$ cat config.mk
export PLATFORM = sky130hd
export DESIGN_NAME = uart_frame_tx
export DESIGN_NICKNAME = d
export VERILOG_FILES = /design/src/rtl/uart_frame_tx.sv
export SDC_FILE = /design/constraint.sdc
export NUM_CORES = 1
export LEC_CHECK = 0
export ABC_AREA = 1
export ABC_CLOCK_PERIOD_IN_PS = 2700
export BUFFER_PORTS_ARGS = -buffer_cell sky130_fd_sc_hd__buf_2
export CAP_MARGIN = 5
export CELL_PAD_IN_SITES_DETAIL_PLACEMENT = 1
export CELL_PAD_IN_SITES_GLOBAL_PLACEMENT = 2
export CORE_MARGIN = 5
export CORE_UTILIZATION = 29
export DETAILED_ROUTE_END_ITERATION = 10
export PLACE_DENSITY = 0.86
export SLEW_MARGIN = 30
export SYNTH_ARGS = -nofsm -noshare
export SYNTH_HDL_FRONTEND = slang
export SYNTH_SLANG_ARGS = --single-unit
$ cat constraint.sdc
create_clock -name clk -period 2.7 [get_ports clk]
set_input_delay 0.135 -clock clk [delete_from_list [all_inputs] [get_ports clk]]
set_output_delay 0.135 -clock clk [all_outputs]
set_load 0.005 [all_outputs]
$ cat src/rtl/uart_frame_tx.sv
// Telemetry frame transmitter: 0xA5 header, NUM_WORDS words LSB-first, 8N1 UART.
// Optional trailing modulo-256 checksum byte when UART_FRAME_CHECKSUM_EN is defined.
module uart_frame_tx #(
    parameter int unsigned NUM_WORDS    = 4,
    parameter int unsigned WORD_BYTES   = 2,
    parameter int unsigned CLKS_PER_BIT = 434
) (
    input  logic                              clk,
    input  logic                              reset,
    input  logic [NUM_WORDS*WORD_BYTES*8-1:0] words_in,
    input  logic                              send,
    output logic                              tx,
    output logic                              busy,
    output logic                              done
);

    localparam int unsigned PAYLOAD_BYTES = NUM_WORDS * WORD_BYTES;
    localparam int unsigned PW            = PAYLOAD_BYTES * 8;
`ifdef UART_FRAME_CHECKSUM_EN
    localparam int unsigned FRAME_BYTES   = PAYLOAD_BYTES + 2;
`else
    localparam int unsigned FRAME_BYTES   = PAYLOAD_BYTES + 1;
`endif
    localparam int unsigned IDX_W         = $clog2(FRAME_BYTES);
    localparam int unsigned CNT_W         = $clog2(CLKS_PER_BIT);
    localparam logic [7:0]  HEADER        = 8'hA5;

    typedef enum logic [1:0] {
        IDLE  = 2'd0,
        START = 2'd1,
        DATA  = 2'd2,
        STOP  = 2'd3
    } state_t;

    state_t             state_q, state_d;
    logic [CNT_W-1:0]   cnt_q, cnt_d;
    logic [2:0]         bit_idx_q, bit_idx_d;
    logic [IDX_W-1:0]   byte_idx_q, byte_idx_d;
    logic [7:0]         shift_q, shift_d;
    logic [PW-1:0]      snap_q, snap_d;
    logic               tx_q, tx_d;
    logic               busy_q, busy_d;
    logic               done_q, done_d;
`ifdef UART_FRAME_CHECKSUM_EN
    logic [7:0]         csum_q, csum_d;
`endif

    logic bit_end;
    logic last_byte;
    logic final_stop_end;

    assign bit_end        = (cnt_q == CNT_W'(CLKS_PER_BIT - 1));
    assign last_byte      = (byte_idx_q == IDX_W'(FRAME_BYTES - 1));
    // The final stop period ends one cycle early in STOP so that its last cycle
    // is the done/IDLE cycle; a send there starts the next frame with no gap.
    assign final_stop_end = last_byte && (cnt_q == CNT_W'(CLKS_PER_BIT - 2));

    always_comb begin
        state_d    = state_q;
        cnt_d      = cnt_q;
        bit_idx_d  = bit_idx_q;
        byte_idx_d = byte_idx_q;
        shift_d    = shift_q;
        snap_d     = snap_q;
        tx_d       = tx_q;
        busy_d     = busy_q;
        done_d     = 1'b0;
`ifdef UART_FRAME_CHECKSUM_EN
        csum_d     = csum_q;
`endif

        unique case (state_q)
            IDLE: begin
                tx_d   = 1'b1;
                busy_d = 1'b0;
                cnt_d  = '0;
                if (send) begin
                    state_d    = START;
                    snap_d     = words_in;
                    shift_d    = HEADER;
                    byte_idx_d = '0;
                    bit_idx_d  = '0;
                    tx_d       = 1'b0;
                    busy_d     = 1'b1;
`ifdef UART_FRAME_CHECKSUM_EN
                    csum_d     = HEADER;
`endif
                end
            end

            START: begin
                cnt_d = cnt_q + 1'b1;
                if (bit_end) begin
                    state_d   = DATA;
                    cnt_d     = '0;
                    bit_idx_d = '0;
                    tx_d      = shift_q[0];
                    shift_d   = {1'b0, shift_q[7:1]};
                end
            end

            DATA: begin
                cnt_d = cnt_q + 1'b1;
                if (bit_end) begin
                    cnt_d = '0;
                    if (bit_idx_q == 3'd7) begin
                        state_d = STOP;
                        tx_d    = 1'b1;
                    end else begin
                        bit_idx_d = bit_idx_q + 1'b1;
                        tx_d      = shift_q[0];
                        shift_d   = {1'b0, shift_q[7:1]};
                    end
                end
            end

            STOP: begin
                cnt_d = cnt_q + 1'b1;
                if (final_stop_end) begin
                    state_d = IDLE;
                    cnt_d   = '0;
                    busy_d  = 1'b0;
                    done_d  = 1'b1;
                    tx_d    = 1'b1;
                end else if (bit_end && !last_byte) begin
                    state_d    = START;
                    cnt_d      = '0;
                    byte_idx_d = byte_idx_q + 1'b1;
                    tx_d       = 1'b0;
`ifdef UART_FRAME_CHECKSUM_EN
                    if (byte_idx_q == IDX_W'(PAYLOAD_BYTES)) begin
                        shift_d = csum_q;
                    end else begin
                        shift_d = snap_q[7:0];
                        snap_d  = snap_q >> 8;
                        csum_d  = csum_q + snap_q[7:0];
                    end
`else
                    shift_d = snap_q[7:0];
                    snap_d  = snap_q >> 8;
`endif
                end
            end

            default: begin
                state_d = IDLE;
                tx_d    = 1'b1;
                busy_d  = 1'b0;
            end
        endcase
    end

    always_ff @(posedge clk or posedge reset) begin
        if (reset) begin
            state_q    <= IDLE;
            cnt_q      <= '0;
            bit_idx_q  <= '0;
            byte_idx_q <= '0;
            shift_q    <= '0;
            snap_q     <= '0;
            tx_q       <= 1'b1;
            busy_q     <= 1'b0;
            done_q     <= 1'b0;
`ifdef UART_FRAME_CHECKSUM_EN
            csum_q     <= '0;
`endif
        end else begin
            state_q    <= state_d;
            cnt_q      <= cnt_d;
            bit_idx_q  <= bit_idx_d;
            byte_idx_q <= byte_idx_d;
            shift_q    <= shift_d;
            snap_q     <= snap_d;
            tx_q       <= tx_d;
            busy_q     <= busy_d;
            done_q     <= done_d;
`ifdef UART_FRAME_CHECKSUM_EN
            csum_q     <= csum_d;
`endif
        end
    end

    assign tx   = tx_q;
    assign busy = busy_q;
    assign done = done_q;

endmodule

==> metrics.cfg <==
[placement]
portBuffers = 69
postPlaceCellArea_um2 = 5330
place_hpwl_um = 9017
place_congestion = 0.7559
dp_cells = 914

[routing]
first_iter_violations = 300
wire_per_inst_um = 14.34
wl_um = 13380
dr.pass1.iters = 4
drc = 0
vias = 4335
viasPerCell = 4.646
ant_nets = 0

[power_and_ir_drop]
p_comb_share_pct = 41.6
p_sw_share_pct = 42.30
p_per_area_nw_per_um2 = 1105
intPower_mw = 3.625
seqPwrFrac_pct = 36.6
p_switching_mw = 2.657
p_leak_nw = 3.086
vdd_drop_max_uv = 457.4
clkPwrFrac_pct = 21.8

[critical_path]
critPathArrivalTime_ps = 2470
end_kind = flip-flop
crit_fanout = 68
start_kind = flip-flop
critPathRequiredTime_ps = 2980
crit_type = flip-flop to flip-flop

[clocking]
cts_root_buf = clkbuf_16
clk_latency_ps = 340
postCtsSetupRepairBufs = 0
cts_buffer_depth = 2
cts.sink_count = 93
cts_tree = done
cts_buffers = 9
h-tree-depth = 3
path_clk_slew_ps = 60

[cells_and_area]
finalNonFillerCells = 933
num_antenna_cells = 0
area_growth_pct = 18.52
final_common_cell = nand2_1
drive_above_1_share_pct = 14.59
fill_cells = 2022
design_area_um2 = 5685
final_cell_mix = nand2_1, dfrtp_1, buf_2, nand3_1, nor2_1
fin_nets = 787

[floorplan]
initial_core_util_pct = 29.24
dieArea_um2 = 19210
core_area_um2 = 16410
die_x_um = 138.6
io-pin-count = 70
num_rows = 47
die_h_um = 138.6

[synthesis]
syn_area_um2 = 4797
yosysUniqueCellTypes = 29
yosys_warnings = 0
synthCells = 652
synth_nets = 730
syn_area_per_cell_um2 = 7.358
synth_seq_cells = 93
synth-seq-area-share_pct = 48.54

[timing]
tightestPinTransition_ps = 728.9
setup_violations = 0
timing.fmax_mhz = 456.9
timing.setup.tns_ps = 0
rsz0062_at_grt = false
timing.slew.headroom_pct = 51.41
finalMaxSlewViolations = 0
finalHoldViolCount = 0
skew_ps = 5.158
min_period_over_period_pct = 81.06
period_needed_ps = 2189

[min_path]
hold_class = input pin to flip-flop

[global_route]
antenna_found_initial = 0
grt_usage_pct = 14.34
grt_first_pass_wirelength_um = 23070
grt_start_max_net_pins = 69
grt_pass1_vias = 4784
grt.overflow.total = 0

[run_status]
status = completed

[flow_run]
max-cap-violations = 0

## path summary, 6_finish.rpt
path                       slack [ps]                endpoint                       from  cells after the start
min reg2reg                       470  snap_q[11]$_DFFE_PP0P_     snap_q[11]$_DFFE_PP0P_                      2
max reg2reg                       510  snap_q[45]$_DFFE_PP0P_  byte_idx_q[0]$_DFFE_PP0P_                     11
max in group asynchronous        1520  shift_q[6]$_DFFE_PP0P_                      reset                      4
max                               510  snap_q[45]$_DFFE_PP0P_  byte_idx_q[0]$_DFFE_PP0P_                     11
min                                 5  snap_q[56]$_DFFE_PP0P_               words_in[56]                      3
min in group asynchronous         390  snap_q[54]$_DFFE_PP0P_                      reset                      3
## flip-flops by register name, indices dropped and copies added, names as in the netlist
signal,count
cnt_q,9
bit_idx_q,3
done,1
shift_q,8
state_q,2
byte_idx_q,4
snap_q,64
tx,1
busy,1
## layout make-up
| cell class | count | area (µm²) | area share, % |
|---|---|---|---|
| tap | 220 | 275.3 | 4.842 |
| sequential | 93 | 2328 | 40.96 |
| multi-input combinational | 504 | 2232 | 39.26 |
| clock buffer | 11 | 242.7 | 4.269 |
| timing repair buffer | 81 | 457.9 | 8.055 |
| inverter | 20 | 76.32 | 1.342 |
| clock inverter | 4 | 72.57 | 1.276 |
## per-layer routing
metal | GRT usage, % | vias up | share of wire, %
li1 | - | 2152 | -
met1 | 18.92 | 2111 | 48
met2 | 24.41 | 57 | 49
met3 | 2.517 | 15 | 2.4
met4 | 3.965 | 0 | 1.4
met5 | 0 | - | 0
## per-stage QoR
step | hold WS (ps) | utilization, % | power [mW] | setup slack, ps
6_report | 4.578 | 34.65 | 6.281 | 511.3
5_1_grt | 4.816 | 34.65 | 6.844 | 315.7
3_3_place_gp | 224.4 | 32.49 | 4.816 | 632.0
3_5_place_dp | 226.4 | 32.49 | 4.956 | 532.8
2_1_floorplan | 251.6 | - | 4.259 | 146.3
4_1_cts | 0.2070 | 34.65 | 6.368 | 512.4
## power by group through the flow
stage	registers, mW	logic, mW	clock network (mW)
floorplan	2.22	2.04	0
global placement	2.29	2.52	0
detailed placement	2.32	2.64	0
CTS	2.30	2.67	1.40
global route	2.37	3.02	1.46
finish	2.30	2.62	1.37
## cell families (layout without fill, tap and decap cells)
logic type | count (synthesis) | after routing | share of synthesized area, %
AO/OA/AOI/OAI | 26 | 26 | 3.704
flip-flops | 93 | 93 | 48.54
XOR/XNOR | 9 | 9 | 1.643
adder cells (fa/ha/maj) | 11 | 11 | 2.869
AND/OR/NAND/NOR | 458 | 458 | 38.26
buffers and inverters | 55 | 116 | 4.982
## timing repair
item | in CTS | in global routing
hold buffers | 4 | 0
endpoints found under the hold margin | 35 | 0
gates resized for setup | 0 | 0
## cells in the mapped netlist, drive strengths merged
master	number	area share, %
nand2	362	28
dfrtp	92	48
nand3	68	7.2
clkbuf	21	1.6
inv	20	1.6
nor2	20	1.6
o21ai	17	2.1
buf	14	1.8
ha	11	2.9
xor2	6	1.1
a22o	4	0.73
nand4	4	0.52
a221oi	3	0.55
xnor2	3	0.55
nand3b	2	0.31
a31o	1	0.18
dfstp	1	0.55
nor3	1	0.10
o21a	1	0.16
or2	1	0.13
## critical path, stage by stage, from the launching register on
cell,delay [ps]
dfrtp_1,430
inv_1,80
ha_1,160
nand2_1,50
nor2_1,120
nand4_1,210
nand2_1,140
inv_2,50
nand2_2,40
buf_4,570
nand2_1,130
nand2_1,110
(Power assumes the default switching activity.)
